File: src/rtl/spi_slv.sv
// spi_slv: mode-3 SPI slave for BITS-wide frames, every pin oversampled on clk.
// Define SPI_SLV_FRM_ERR_EN to add a sticky frm_err output for malformed frames.
module spi_slv #(
  parameter int unsigned BITS = 16
) (
  input  logic            clk,
  input  logic            rst,
  input  logic            SS_n,
  input  logic            SCLK,
  input  logic            MOSI,
  output logic            MISO,
  input  logic [BITS-1:0] tx_data,
  input  logic            wrt,
  output logic [BITS-1:0] cmd,
  output logic            rdy,
`ifdef SPI_SLV_FRM_ERR_EN
  output logic            frm_err,
`endif
  input  logic            clr_rdy
);

  localparam int unsigned CW = $clog2(BITS) + 1;
  localparam logic [CW-1:0] CntFull = CW'(BITS);
  localparam logic [CW-1:0] CntSat  = CW'(BITS + 1);

  typedef enum logic [1:0] {StIdle, StShift, StDone} state_e;

  // Synchroniser chains: bit 0 is ff1, bit 2 is ff3.
  logic [2:0] r_sclk_ff, r_ss_ff, r_mosi_ff;

  state_e          r_state, w_state_d;
  logic [BITS-1:0] r_shft_reg, w_shft_d;
  logic [CW-1:0]   r_bit_cnt, w_cnt_d;
  logic            r_mosi_smpl, w_smpl_d;
  logic [BITS-1:0] r_cmd, w_cmd_d;
  logic            r_rdy, w_rdy_set;

  logic w_sclk_rise, w_sclk_fall, w_ss_fall, w_ss_rise;

  always_ff @(posedge clk) begin
    if (rst) begin
      r_sclk_ff <= '1;
      r_ss_ff   <= '1;
      r_mosi_ff <= '0;
    end else begin
      r_sclk_ff <= {r_sclk_ff[1:0], SCLK};
      r_ss_ff   <= {r_ss_ff[1:0], SS_n};
      r_mosi_ff <= {r_mosi_ff[1:0], MOSI};
    end
  end

  assign w_sclk_rise =  r_sclk_ff[1] & ~r_sclk_ff[2];
  assign w_sclk_fall = ~r_sclk_ff[1] &  r_sclk_ff[2];
  assign w_ss_fall   = ~r_ss_ff[1]   &  r_ss_ff[2];
  assign w_ss_rise   =  r_ss_ff[1]   & ~r_ss_ff[2];

  always_ff @(posedge clk) begin
    if (rst) begin
      r_state     <= StIdle;
      r_shft_reg  <= '0;
      r_bit_cnt   <= '0;
      r_mosi_smpl <= 1'b0;
      r_cmd       <= '0;
      r_rdy       <= 1'b0;
    end else begin
      r_state     <= w_state_d;
      r_shft_reg  <= w_shft_d;
      r_bit_cnt   <= w_cnt_d;
      r_mosi_smpl <= w_smpl_d;
      r_cmd       <= w_cmd_d;
      if (w_rdy_set) begin
        r_rdy <= 1'b1;
      end else if (clr_rdy || w_ss_fall) begin
        r_rdy <= 1'b0;
      end
    end
  end

  always_comb begin
    w_state_d = r_state;
    w_shft_d  = r_shft_reg;
    w_cnt_d   = r_bit_cnt;
    w_smpl_d  = r_mosi_smpl;
    w_cmd_d   = r_cmd;
    w_rdy_set = 1'b0;
    case (r_state)
      StIdle: begin
        if (wrt) begin
          w_shft_d = tx_data;
        end
        if (w_ss_fall) begin
          w_state_d = StShift;
          w_cnt_d   = '0;
        end
      end
      StShift: begin
        if (w_sclk_rise) begin
          w_smpl_d = r_mosi_ff[2];
          if (r_bit_cnt != CntSat) begin
            w_cnt_d = r_bit_cnt + 1'b1;
          end
        end
        // The leading fall of a frame must not shift: the MSB is already on MISO.
        if (w_sclk_fall && (r_bit_cnt != '0)) begin
          w_shft_d = {r_shft_reg[BITS-2:0], r_mosi_smpl};
        end
        if (w_ss_rise) begin
          w_state_d = StDone;
        end
      end
      StDone: begin
        // The final bit has no trailing fall, so it is merged here.
        if (r_bit_cnt == CntFull) begin
          w_cmd_d   = {r_shft_reg[BITS-2:0], r_mosi_smpl};
          w_rdy_set = 1'b1;
        end
        w_state_d = StIdle;
      end
      default: w_state_d = StIdle;
    endcase
  end

  assign MISO = ((r_state != StIdle) || !SS_n) ? r_shft_reg[BITS-1] : 1'b0;
  assign cmd  = r_cmd;
  assign rdy  = r_rdy;

`ifdef SPI_SLV_FRM_ERR_EN
  logic r_frm_err;
  logic w_frm_set;

  // Bad length at frame end, or any SCLK edge while deselected.
  assign w_frm_set = ((r_state == StDone) && (r_bit_cnt != CntFull)) ||
                     ((w_sclk_rise || w_sclk_fall) && r_ss_ff[1] && r_ss_ff[2]);

  always_ff @(posedge clk) begin
    if (rst) begin
      r_frm_err <= 1'b0;
    end else if (w_frm_set) begin
      r_frm_err <= 1'b1;
    end else if (clr_rdy) begin
      r_frm_err <= 1'b0;
    end
  end

  assign frm_err = r_frm_err;
`endif

endmodule

File: config.mk
export PLATFORM = sky130hd
export DESIGN_NAME = spi_slv
export DESIGN_NICKNAME = d
export VERILOG_FILES = /design/src/rtl/spi_slv.sv
export SDC_FILE = /design/constraint.sdc
export NUM_CORES = 1
export LEC_CHECK = 0
export BUFFER_PORTS_ARGS = -buffer_cell sky130_fd_sc_hd__buf_2
export CORE_UTILIZATION = 47
export DETAILED_ROUTE_END_ITERATION = 10
export PLACE_DENSITY = 0.68
export SYNTH_ARGS = -nofsm -noshare
export SYNTH_HDL_FRONTEND = slang
export SYNTH_SLANG_ARGS = --single-unit
File: constraint.sdc
create_clock -name clk -period 2.25 [get_ports clk]
set_input_delay 0.225 -clock clk [delete_from_list [all_inputs] [get_ports clk]]
set_output_delay 0.225 -clock clk [all_outputs]
set_load 0.01 [all_outputs]
Word-level counts from Yosys, hierarchy flattened
Cells that the tools add are included.
{"block": "op_classes", "add_sub_neg": 1, "n_eq_ne": 10, "muxes": 15, "bitwise": 8, "reduce_logical": 14}
{"op": "$mux 16", "n": 2}
{"op": "$pmux 16 s2", "n": 1}
{"op": "$mux 5", "n": 3}
{"op": "$ne 2x2->1 const B", "n": 6}
{"op": "$pmux 5 s2", "n": 1}
{"op": "$reduce_and 2->1", "n": 3}
{"op": "$reduce_bool 2->1", "n": 3}
{"op": "$add 5x1->5 const B", "n": 1}
{"op": "$eq 5x5->1 const B", "n": 1}
{"op": "$mux 1", "n": 5}
{"op": "$ne 5x5->1 const B", "n": 1}
{"op": "$reduce_bool 5->1", "n": 1}
{"op": "$and 1x1->1", "n": 4}
{"op": "$mux 2", "n": 2}
{"op": "$not 1->1", "n": 4}
{"op": "$pmux 2 s2", "n": 1}
{"op": "$reduce_and 4->1", "n": 1}
{"op": "$reduce_and 3->1", "n": 1}
{"op": "$eq 2x1->1 const B", "n": 1}
{"op": "$eq 2x2->1 const B", "n": 1}
{"op": "$logic_not 2->1", "n": 1}
{"op": "$logic_or 1x1->1", "n": 2}
{"op": "$logic_and 1x1->1", "n": 1}
{"op": "$logic_not 1->1", "n": 1}
{"block": "word_totals", "reg_bits": 50, "in_bits": 23}

Longest topological paths before layout
Gate-level depths: netlist of the first run.
{"block": "logic_depth", "word_depth": 5, "depth_mapped": 7}

Worst setup path before layout of the first run
No wires, ideal clock.
{"block": "synth_path", "path_type": "register to register", "startpoint": "register r_bit_cnt[0]", "endpoint": "register r_shft_reg[0]", "arrival_ns": 1.604, "required_time_ns": 2.107, "setup_slack_ns": 0.503, "stages_incl_launch_ff": 8, "path_buffers": 2, "cell_sequence": "dfxtp_1 -> inv_1 -> ha_1 -> or4b_1 -> buf_2 -> buf_2 -> a211oi_1 -> a211oi_2"}
{"block": "synth_between", "elab_chain_len": 4}
{"element": "start: declaration", "line": "33", "rtl": "logic [CW-1:0] r_bit_cnt, w_cnt_d;"}
{"element": "start signal: assignment", "line": "68", "rtl": "r_bit_cnt <= w_cnt_d;"}
{"element": "$reduce_bool 5->1", "line": "104", "rtl": "if (w_sclk_fall && (r_bit_cnt != '0)) begin"}
{"element": "$logic_and 1x1->1", "line": "104"}
{"element": "$ne 2x2->1 (no source line)"}
{"element": "$reduce_and 3->1 (no source line)"}
{"element": "end signal: assignment", "line": "67", "rtl": "r_shft_reg <= w_shft_d;"}
{"element": "end: declaration", "line": "32", "rtl": "logic [BITS-1:0] r_shft_reg, w_shft_d;"}
Every way passes these cells.
A chain may end at the register's enable or synchronous reset.

Final worst setup path of the first run
{"block": "layout_path", "startpoint": "register r_bit_cnt[0]", "endpoint": "register r_shft_reg[14]"}
The elaborated chain is that of the path after synthesis.

==> results.txt, run 1 <==
The flow ran to the end, and the final reports show no timing, DRC or antenna violations. For the pin with the worst max-slew slack, the measured transition is 1.08 ns. Headroom to the max-slew limit came out at 28.0%. The final core area utilization came out at 57.1%. The CTS tree is yes. The final layout net count is 282. The count of standard-cell rows came out at 24. The number of pins with negative max-slew slack in the final report is 0. For hold timing, the worst endpoint is r_sclk_ff[0].

Dividing the synthesized area by the synthesized cell count gives 9.79 um2. The sequential share of the synthesized area came out at 45.9%. For this block, the via count after detailed routing is 1,739.

In this run the remaining antenna-violating nets after routing total 0. The total wire length came out at 4.56 mm. The maximum root-to-sink buffer count is 2. Counting I/O delays and the setup requirement, the final critical path takes 1.97 ns. In this run, CTS created clock tree buffers numbering 5.

For this run, asynchronously set or reset flops after synthesis account for 0%. The die span in x came out at 70.1 um. STA puts the critical path data arrival time at 2.15 ns. Among all flip-flop cells after synthesis, the most frequent one is sky130_fd_sc_hd__dfxtp_1. For this run the aggregate overflow at the end of global routing stands at 0. The overall die area is 0.00492 mm2.

The proportion of layout cells with a drive suffix above 1 is 28.8%. The count of cell types in the netlist came out at 34. The worst setup path is launched from a flip-flop. In this run the worst hold path is classified as in -> reg. The tree is rooted in a sky130_fd_sc_hd__clkbuf_8. The number of buffers added for setup after CTS came out at 0. Entering global routing, the biggest net connects 32 pins. The post-cts resize count is 0. The worst register-to-register path begins at r_bit_cnt[0].

Synthesis produced 223 cells. The flip-flop and latch count after synthesis came out at 50. The detailed-route wire length per cell is 14.7 um. The number of nets in the synthesized netlist is 249. The synthesized netlist occupies a cell area of 0.00218 mm2. Static timing analysis puts the maximum clock frequency at 507 MHz. The number of antenna diodes in the final layout is 0. For this design the ratio of total power to cell area is 677 mW/mm2. The count of flip-flops with a built-in enable after synthesis came out at 0.

The area overhead of the layout relative to synthesis is 15.6%. The maximum vdd drop came out at 356 uV. The count of final setup violators came out at 0. On the final layout, the worst hold slack is 0.103 ns. The endpoint required time on the critical path came out at 2.43 ns. The post-route clock period utilization came out at 87.7%. The tree built by TritonCTS fans out to 50 sinks. In this run the count of I/O pins placed on the die edge is 41. The depth of the worst register-to-register path is 6. With fillers left out, the area of the finished cells amounts to 0.00252 mm2. Counting the fill cells in the layout gives 412. The cts-stage hold buffer count came out at 0. The largest fanout on the critical path is 11.

The terminus of the critical flop-to-flop path is r_shft_reg[14]. The number of input and output port buffers inserted is 40. The number of design-rule violations left by the first detailed-router iteration came out at 84. The number of iterations in the first detailed-routing pass came out at 4. The worst hold path stage count came out at 2. The minimum setup slack in the final design is 0.277 ns.

Summing all placed instances gives a cell area of 0.00242 mm2. The clock reaches the later pin of the worst-skew pair after 0.30 ns. The number of endpoints with negative hold slack in the final report is 0.

The via count of the first global-routing pass was 1,567. The startpoint of the most critical hold path is SCLK. After layout, the design draws a total of 1.71 mW. The CTS H-tree depth came out at 2. The worst reg-to-reg setup slack came out at 0.28 ns. The number of antenna violations at the first check in global routing came out at 0.

The tool flagged a number of max-cap violations equal to 0. The register cell area after layout is 0.00100 mm2. The number of warnings issued by yosys is 0. Counting tap cells, the placed design contains a total of 301 instances. The detailed-route vias per instance came out at 5.63.

The footprint of the multi-input gates came out at 0.00107 mm2. Global routing used 19.8% of the available tracks across all layers. The post-placement worst setup slack came out at 0.279 ns. The critical path in this run is classified as reg -> reg.

The worst setup path is captured at a flip-flop. The clock-pin transition on the worst setup and hold timing paths is 0.09 ns. The wire length of the first global-routing pass came out at 7.75 mm.

The number of cells in the finished layout apart from fillers is 309. Setup repair after global routing left no endpoint under its margin. The starting density of the core came out at 49.4%.

The DRC violation count after routing is 0. For the final database, setup skew stands at 0.0137 ns. The analysis attributes to cell leakage a power of 0.955 nW. The y dimension of the die is 70.1 um.

The core area came out at 0.00441 mm2. At the end of routability-driven placement, the weighted congestion stood at 0.803. Adding up every negative setup slack in the final design gives 0 ns. The placed wire-length estimate after detailed placement is 2.96 mm.
cells in the mapped netlist (4+ instances only):
cell | count | area share, %
sky130_fd_sc_hd__a211oi_2 | 10 | 5.7
sky130_fd_sc_hd__a31oi_1 | 5 | 1.4
sky130_fd_sc_hd__clkbuf_1 | 15 | 2.6
sky130_fd_sc_hd__mux2i_1 | 18 | 8.3
sky130_fd_sc_hd__a21oi_1 | 17 | 3.9
sky130_fd_sc_hd__buf_2 | 6 | 1.4
sky130_fd_sc_hd__nand3_1 | 17 | 3.9
sky130_fd_sc_hd__a211oi_1 | 23 | 7.9
sky130_fd_sc_hd__nor2b_1 | 5 | 1.4
sky130_fd_sc_hd__o21ai_0 | 15 | 3.4
sky130_fd_sc_hd__nor2_1 | 4 | 0.69
sky130_fd_sc_hd__or2_2 | 6 | 1.7
sky130_fd_sc_hd__dfxtp_1 | 50 | 46
sky130_fd_sc_hd__inv_1 | 4 | 0.69
worst max-delay path by stage:
stage / startpoint / cells past startpoint / end / slack [ns]
after floorplan: r_bit_cnt[0] / 7 / r_shft_reg[0] / 0.50
after global placement: r_bit_cnt[0] / 6 / r_shft_reg[14] / 0.34
after detailed placement: r_bit_cnt[0] / 6 / r_shft_reg[14] / 0.28
after CTS: r_bit_cnt[0] / 6 / r_shft_reg[14] / 0.27
after global routing: r_bit_cnt[0] / 6 / r_shft_reg[14] / 0.13
final: r_bit_cnt[0] / 6 / r_shft_reg[14] / 0.28
cells by family (layout without fill, tap and decap cells):
logic type	Yosys count	in the layout	share of synthesized area, %
adder cells (fa/ha/maj)	3	3	1.72
buffers and inverters	26	60	5.16
multiplexers	18	18	8.26
AO/OA/AOI/OAI	77	77	25.2
flip-flops	50	50	45.9
AND/OR/NAND/NOR	49	49	13.8
area by class of cell:
class / count / share of cell area [%]
clock buffer: 7 / 3.03
clock inverter: 1 / 1.19
inverter: 4 / 0.595
multi-input combinational: 147 / 42.6
sequential: 50 / 39.7
tap: 52 / 2.58
timing repair buffer: 48 / 10.3
report_power, final:
part	internal (mW)	switching, mW
sequential	0.917	0.0247
clock	0.333	0.281
combinational	0.0707	0.0811
total	1.32	0.387
worst max-delay path: stages (launching register included):
cell                       delay, ns
sky130_fd_sc_hd__dfxtp_1        0.35
sky130_fd_sc_hd__inv_1          0.10
sky130_fd_sc_hd__ha_1           0.18
sky130_fd_sc_hd__or4b_1         0.66
sky130_fd_sc_hd__buf_4          0.26
sky130_fd_sc_hd__a211oi_1       0.24
sky130_fd_sc_hd__a211oi_2       0.07
placed cells by master (no fill, tap or decap), types with 4 or more instances in the layout:
cell / count
sky130_fd_sc_hd__a21oi_1: 17
sky130_fd_sc_hd__dfxtp_1: 50
sky130_fd_sc_hd__a211oi_2: 10
sky130_fd_sc_hd__a31oi_1: 5
sky130_fd_sc_hd__inv_1: 4
sky130_fd_sc_hd__a211oi_1: 23
sky130_fd_sc_hd__nor2_1: 4
sky130_fd_sc_hd__o21ai_0: 15
sky130_fd_sc_hd__buf_4: 8
sky130_fd_sc_hd__mux2i_1: 18
sky130_fd_sc_hd__nor2b_1: 5
sky130_fd_sc_hd__nand3_1: 17
sky130_fd_sc_hd__buf_2: 40
sky130_fd_sc_hd__clkbuf_8: 5
sky130_fd_sc_hd__or2_2: 6
routing by layer:
metal	routed length [um]	track usage [%]	vias to the layer above
li1	-	-	889
met1	2360	28.8	803
met2	1920	29.0	41
met3	223	4.47	6
met4	53	6.00	0
met5	0	0	-
Note: power is estimated with default switching activity, not from simulation.
==> run 2, diff against run 1 <==
--- a/config.mk
+++ b/config.mk
@@ -5,10 +5,11 @@
 export SDC_FILE = /design/constraint.sdc
 export NUM_CORES = 1
 export LEC_CHECK = 0
+export ABC_AREA = 1
 export BUFFER_PORTS_ARGS = -buffer_cell sky130_fd_sc_hd__buf_2
-export CORE_UTILIZATION = 47
+export CORE_UTILIZATION = 30
 export DETAILED_ROUTE_END_ITERATION = 10
-export PLACE_DENSITY = 0.68
+export PLACE_DENSITY = 0.47
 export SYNTH_ARGS = -nofsm -noshare
 export SYNTH_HDL_FRONTEND = slang
 export SYNTH_SLANG_ARGS = --single-unit
==> run 2 against run 1 <==
Net effect:
- register-to-register slack gained 0.30 ns
- total power grew 4.9%
- via count grew 11%
- largest cell class is now flip-flops and latches
- final area grew 2.4%
- first-iteration DRC count shrank 9.5%
- fmax grew 18%
- non-clock buffer count shrank 5
- combinational power grew 18%
- worst hold slack lost 0.00078 ns
- sequential share of layout area shrank 0.94 points
- critical endpoint unchanged
==> results.txt, run 2 <==
In the detailed route, the total length drawn on met3 is 107 um. The final layout contains routed wiring with a total length of 4.71 mm. The number of iterations in the first detailed-routing pass came out at 4. The final hold slack is 0.102 ns. The tree is rooted in a sky130_fd_sc_hd__clkbuf_8. By startpoint and endpoint, the worst setup path is classified as reg -> reg. The number of antenna repair diodes is 0. The most used standard cell by instance count after synthesis is sky130_fd_sc_hd__nand2_1.

In the final routed layout, each cell accounts on average for 10.1 um. Signal routing reaches up to met4. The detailed route wirelength on metal2 is 2.21 mm. The worst min-delay path class is in -> reg. Of the total power, the clock network draws 37.1%. The post-route clock period utilization came out at 74.4%. The combinational share of power is 10.0%. The count of standard-cell rows is 31. The leakage power figure came out at 1.33 nW. The via count of the first global-routing pass is 1,729.

The clock latency on the worst-skew pair came out at 0.31 ns. The routability-driven placement congestion ratio is 0.811. The DRC violation count after routing is 0. The clock drives 50 sinks. The number of warnings issued by yosys is 0. Ranked by total cell area, the synthesized netlist is headed by sky130_fd_sc_hd__dfxtp_1 (45%), sky130_fd_sc_hd__nand2_1 (18%), sky130_fd_sc_hd__nor2_1 (13%). The H-tree generated during clock tree synthesis spans 2 levels. The area overhead of the layout relative to synthesis is 16.1%. Of the total power, the share spent switching nets is 25.7%. The sequential share of the synthesized area came out at 45.0%. The net switching component of the power is 0.461 mW. The number of fill cells in the layout came out at 833. The count of flip-flops with a built-in enable after synthesis is 0.

The core area is 0.00721 mm2. The detail route stage leaves a number of antenna-violating nets equal to 0. Power spread over the standard cell area amounts to 694 mW/mm2. The flip-flop and latch count after synthesis came out at 50. The cell internal power dissipation came out at 1.33 mW.

The fraction of power consumed by sequential logic came out at 52.8%. The largest area contributor in the synthesized netlist is sky130_fd_sc_hd__dfxtp_1. The TritonCTS buffer count is 5. The overall fraction of global-route tracks in use is 13.2%. A synthesized cell averages 6.75 um2. The first global-routing pass estimated 7.93 mm of wire. The footprint of the multi-input gates came out at 988 um2. The remaining global-route overflow is 0. The number of endpoints with negative hold slack in the final report came out at 0. The post-place instance area came out at 0.00247 mm2. The worst setup path is launched from a flip-flop.

The arrival time of data at the critical path endpoint is 1.87 ns. For the pin with the worst max-slew slack, the measured transition is 0.580 ns. The reported max-cap violation count came out at 0. The count of final setup violators came out at 0. The proportion of layout cells with a drive suffix above 1 came out at 17.2%. The commonest non-fill, non-tap cell in the layout is sky130_fd_sc_hd__nand2_1. Hold repair after CTS inserted 0 buffers. The number of pins with negative max-slew slack in the final report is 0. The placed wire-length estimate after detailed placement came out at 3.27 mm. From left edge to right edge, the die measures 88.1 um. The maximum vdd drop came out at 315 uV.

The post-cts resize count is 0. The post-layout minimum cycle time came out at 1.67 ns. The maximum number of pins on one net before global-route repair is 40. The CTS tree is yes. The synthesized area came out at 0.00223 mm2. The number of design-rule violations left by the first detailed-router iteration came out at 76.

The total negative slack is 0 ns. The clock skew after layout is 0.00992 ns. Leaving out fill and tap cells, the most frequent cells in the layout are sky130_fd_sc_hd__nand2_1 (104), sky130_fd_sc_hd__nor2_1 (79), sky130_fd_sc_hd__dfxtp_1 (50), sky130_fd_sc_hd__buf_2 (40), sky130_fd_sc_hd__inv_1 (32).

For this run, the leading register cell type out of synthesis is sky130_fd_sc_hd__dfxtp_1. In this run the count of I/O pins placed on the die edge is 41. The net count after synthesis is 356. Cells fill 35.8% of the core in the end. The type of destination of the critical path is a flip-flop.

Post-CTS timing repair inserted 0 buffers for setup. The final layout net count came out at 392. The endpoint required time on the critical path is 2.45 ns. The y dimension of the die is 88.1 um. After clock tree synthesis, the clock-pin slew on the worst setup and hold paths is 0.10 ns. The number of antenna violations at the first check in global routing came out at 0.

Registers take 0.00100 mm2. The number of input and output port buffers inserted is 40. Measured against its own limit, the worst slew margin works out to 61.2%. Total power for the finished layout comes to 1.79 mW. In the synthesized netlist, the cells that appear most often are sky130_fd_sc_hd__nand2_1 (104), sky130_fd_sc_hd__nor2_1 (79), sky130_fd_sc_hd__dfxtp_1 (50). The count of cell types in the netlist is 23.

The flow ran to the end, and the final reports show no timing, DRC or antenna violations. The floorplan step defined a die boundary enclosing 0.00777 mm2. The share of flip-flops with an asynchronous set or reset after synthesis came out at 0%. The maximum frequency from static timing analysis is 598 MHz. In this run the worst path has a maximum fanout of 32. The post-route standard cell area excluding fillers is 0.00258 mm2. The maximum root-to-sink buffer count is 2.

Setup repair after global routing left no endpoint under its margin. The fraction of post-synthesis cell area in the top cell type by area is 45.0%. The starting density of the core is 30.9%. In the routed layout, each cell is associated on average with a via count of 4.13.

The detailed router put a total of 2.37 mm of wire on met1. The routed layout has 1,924 vias. Synthesis handed over a netlist of 330 instances.
## run 2: cell types whose count changed in the layout (fill, tap and decap cells not counted), sizes merged, moves of 8 or more
| cell | delta |
|---|---|
| a21oi | -14 |
| nand3 | -8 |
| a211oi | -33 |
| mux2i | -18 |
| nor2 | +75 |
| inv | +31 |
| nand2 | +105 |
## run 2: layout make-up
| class | count | area share, % |
|---|---|---|
| Multi-Input combinational cell | 232 | 38.3 |
| Sequential cell | 50 | 38.7 |
| Inverter | 34 | 5.04 |
| Clock buffer | 5 | 2.66 |
| Clock inverter | 3 | 1.89 |
| Timing Repair Buffer | 43 | 8.62 |
| Tap cell | 99 | 4.79 |
## run 2: path summary, 6_finish.rpt
kind | depth (start not counted) | end | from | slack, ns
worst min-delay path | 2 | r_sclk_ff[0] | SCLK | 0.10
worst max-delay path | 8 | r_shft_reg[14] | r_bit_cnt[0] | 0.58
worst min register to register | 2 | r_mosi_ff[1] | r_mosi_ff[0] | 0.41
worst max register to register | 8 | r_shft_reg[14] | r_bit_cnt[0] | 0.58
## run 2: worst max-delay path: stages (launching register included)
cell and delay (ns):
sky130_fd_sc_hd__dfxtp_1 0.43, sky130_fd_sc_hd__inv_1 0.09, sky130_fd_sc_hd__ha_1 0.21, sky130_fd_sc_hd__nand3_1 0.10
sky130_fd_sc_hd__nand2_1 0.07, sky130_fd_sc_hd__nand2_2 0.44, sky130_fd_sc_hd__nand2_1 0.11, sky130_fd_sc_hd__nand2_1 0.08
sky130_fd_sc_hd__nor2_1 0.04
## run 2: per-stage QoR
step / cells / setup slack (ns)
3_5_place_dp: 458 / 0.557
5_1_grt: 466 / 0.382
6_report: 466 / 0.577
4_1_cts: 466 / 0.546
3_3_place_gp: 458 / 0.580
2_1_floorplan: 330 / 0.890
## run 2: power groups by stage
stage          combinational [mW]  sequential, mW  clock (mW)
2_1_floorplan               0.143           0.961           0
3_3_place_gp                0.184           0.967           0
3_5_place_dp                0.184           0.968           0
4_1_cts                     0.185           0.947       0.689
5_1_grt                     0.211           0.953       0.729
6_report                    0.180           0.947       0.665
## run 2: metal layers
layer	up-vias	track usage (%)
met4	0	2.20
met1	839	16.8
met5	-	0
li1	1060	-
met2	23	22.9
met3	2	3.39
## run 2: kinds of logic (layout without fill, tap and decap cells)
group / Yosys count / count (layout) / synth area share, %
buf+inv: 48 / 85 / 10.6
compound gates: 23 / 23 / 5.28
fa+ha+maj: 3 / 3 / 1.69
simple gates: 206 / 206 / 37.4
flops: 50 / 50 / 45.0
==> run 3, diff against run 2 <==
--- a/config.mk
+++ b/config.mk
@@ -5,11 +5,11 @@
 export SDC_FILE = /design/constraint.sdc
 export NUM_CORES = 1
 export LEC_CHECK = 0
-export ABC_AREA = 1
+export ABC_AREA = 0
 export BUFFER_PORTS_ARGS = -buffer_cell sky130_fd_sc_hd__buf_2
 export CORE_UTILIZATION = 30
 export DETAILED_ROUTE_END_ITERATION = 10
-export PLACE_DENSITY = 0.47
+export PLACE_DENSITY = 0.49
 export SYNTH_ARGS = -nofsm -noshare
 export SYNTH_HDL_FRONTEND = slang
 export SYNTH_SLANG_ARGS = --single-unit
==> constraint.sdc (replaced) <==
create_clock -name clk -period 1.5 [get_ports clk]
set_input_delay 0.15 -clock clk [delete_from_list [all_inputs] [get_ports clk]]
set_output_delay 0.15 -clock clk [all_outputs]
set_load 0.01 [all_outputs]
==> run 3 against run 2 <==
Net effect:
- the run now ends with negative setup slack left
- critical path depth fell by 3
- die area decreased by 1.9%
- routed wire length up 21%
- worst hold slack worse by 0.069 ns
- via count down 4.3%
- clock power rose by 42%
- first-iteration DRC count up 17%
- total power grew 49%
- final area grew 15%
- sequential share of layout area fell by 5.0 points
- sequential power up 50%
- core utilization rose by 7.2 points
- critical endpoint is now r_shft_reg[12]
- largest power group unchanged
==> results.txt, run 3 (synthesis results as in run 1) <==
Global routing used 15.2% of the available tracks across all layers. The most critical setup path has its startpoint at r_bit_cnt[1]. The worst min-delay path class is in -> reg.

In this run the remaining antenna-violating nets after routing total 0. The master of the slowest instance on the critical path is sky130_fd_sc_hd__or4b_4. The final layout contains routed wiring with a total length of 5.68 mm.

The top cell types in the final layout, fill and taps aside, are sky130_fd_sc_hd__dfxtp_1 (47), sky130_fd_sc_hd__buf_2 (40), sky130_fd_sc_hd__a211oi_2 (29), sky130_fd_sc_hd__buf_4 (20), sky130_fd_sc_hd__mux2i_1 (18). The endpoint identified for the worst register-to-register timing path is r_shft_reg[12]. The worst setup path category is reg -> reg. The maximum frequency from static timing analysis is 610 MHz. The wire length on met1 is 2.83 mm. The remaining global-route overflow came out at 0. The I/O pin count came out at 41.

Together, buffers and inverters on the worst path number 1. TritonCTS built the clock tree. The count of final setup violators came out at 17. Routability-driven placement finished with a final weighted congestion of 0.773. After detailed routing, the met3 layer carries 166 um of wire. The final reports fail on negative setup slack. The worst setup path is launched from a flip-flop. Setup repair after global routing could not meet its margin everywhere. After clock tree synthesis, the flow added hold-fix buffers numbering 0.

The areal power density over the cells came out at 900 mW/mm2. The leakage power figure is 1.11 nW. The delay contributed by the slowest stage of the critical path came out at 0.51 ns. The highest routed metal layer is met4.

The kind of cell with the highest combined delay along the critical path is simple AND/OR/NAND/NOR gates. The flow ran to the end, but the final reports show violations. The worst pin sits at a relative slew slack of 80.4%. The count of standard-cell rows came out at 30.

The y dimension of the die came out at 87.3 um. Once placement finished, the instance area stood at 0.00268 mm2. The CTS H-tree depth came out at 2. The post-layout minimum cycle time is 1.64 ns. The timing endpoint of the critical path is r_shft_reg[12]. The total number of vias came out at 1,841. The area overhead of the layout relative to synthesis is 36.3%. The proportion of layout cells with a drive suffix above 1 is 44.6%. The TritonCTS buffer count is 5. The minimum setup slack in the final design is -0.139 ns. The depth of the worst register-to-register path came out at 5.

Data arrives at the worst endpoint at 1.86 ns. In the final timing run, aggregate negative setup slack is -1.80 ns. The largest fanout on the critical path came out at 8. The die span in x came out at 87.3 um. STA classifies the critical path endpoint as a flip-flop. The number of design-rule violations left by the first detailed-router iteration is 89. The startpoint identified for the worst register-to-register timing path is r_bit_cnt[1].

The number of antenna repair diodes came out at 0. The critical path depth came out at 5. The first global-routing pass estimated 8.87 mm of wire. The post-route standard cell area excluding fillers is 0.00297 mm2.

The starting density of the core came out at 31.6%. IR analysis of the VDD net gives a maximum drop of 346 uV. The worst reg-to-reg setup slack came out at -0.14 ns. The final core area utilization is 43.1%. The die covers 0.00762 mm2.

The number of antenna violations at the first check in global routing came out at 0. The placed wire-length estimate after detailed placement is 3.73 mm. Before antenna repair, the detailed router went through 4 iterations. Entering global routing, the biggest net connects 25 pins.

Max-cap violations in this run came to 0. The tree is rooted in a sky130_fd_sc_hd__clkbuf_8. The number of sinks driven by the clock tree came out at 50. After layout, the worst path uses 109% of the clock period. The number of input and output port buffers inserted is 40. In the final routed layout, each cell accounts on average for 15.2 um.

The commonest non-fill, non-tap cell in the layout is sky130_fd_sc_hd__dfxtp_1. Clock-pin slew was measured on the worst setup and hold paths at 0.10 ns. The DRC violation count after routing is 0. The clock passes through at most 2 buffers.

The detailed route wirelength on metal2 came out at 2.66 mm. The number of endpoints with negative hold slack in the final report came out at 0. After detailed routing, the number of vias per cell comes to 4.92. At the worst endpoint, the required time is 1.72 ns. The worst hold path stage count is 2.

The final layout net count came out at 303. The core region is 0.00691 mm2. Across the routed clock network, the largest skew measured is 0.0127 ns. The via count of the first global-routing pass came out at 1,743.

The clock latency on the worst-skew pair is 0.30 ns. The measured slew at the worst slew-check pin is 0.294 ns. The number of pins with negative max-slew slack in the final report came to 0. Walking the worst path, the cells encountered are inv_2 -> ha_4 -> or4b_4 -> a21o_4 -> a211oi_1.
[run 3: how the worst min path moves through the flow]
| stage | start | to | slack (ns) |
|---|---|---|---|
| finish | SCLK | r_sclk_ff[0] | 0.03 |
| global route | SCLK | r_sclk_ff[0] | 0.02 |
| CTS | SCLK | r_sclk_ff[0] | 0.02 |
| detailed placement | SCLK | r_sclk_ff[0] | 0.34 |
| global placement | SCLK | r_sclk_ff[0] | 0.33 |
| floorplan | SCLK | r_sclk_ff[0] | 0.25 |
[run 3: cell type report]
cell class                 count  area, um2
fill                         706       3930
multi-input combinational    148       1240
sequential                    50       1000
timing repair buffer          68        484
tap                           96        120
clock buffer                   7       76.3
clock inverter                 1       30.0
inverter                       4       15.0
[run 3: repair_timing]
item / CTS / global route
gates cloned: 1 / 1
pin swaps: 6 / 1
endpoints found under the hold margin: 0 / 0
setup buffers: 3 / 0
endpoints found under the setup margin: 23 / 25
gates resized for setup: 17 / 8
[run 3: report_power, final]
| part | switching [mW] | leakage [nW] | total, mW | internal, mW |
|---|---|---|---|---|
| Combinational | 0.153 | 0.647 | 0.311 | 0.158 |
| Clock | 0.441 | 0.0524 | 0.941 | 0.500 |
| Sequential | 0.0485 | 0.410 | 1.42 | 1.38 |
[run 3: metrics by stage]
stage,instances,power (mW),setup WS [ns],hold WS (ns)
2_1_floorplan,223,1.63,-0.204,0.254
3_3_place_gp,361,1.71,-0.242,0.334
3_5_place_dp,361,1.71,-0.231,0.336
4_1_cts,373,2.69,-0.120,0.0159
5_1_grt,374,2.80,-0.195,0.0249
6_report,374,2.68,-0.139,0.0336
[run 3: routing by layer]
metal	GRT usage [%]	up-vias
li1	-	929
met1	20.9	878
met2	24.3	32
met3	3.03	2
met4	4.02	0
met5	0	-
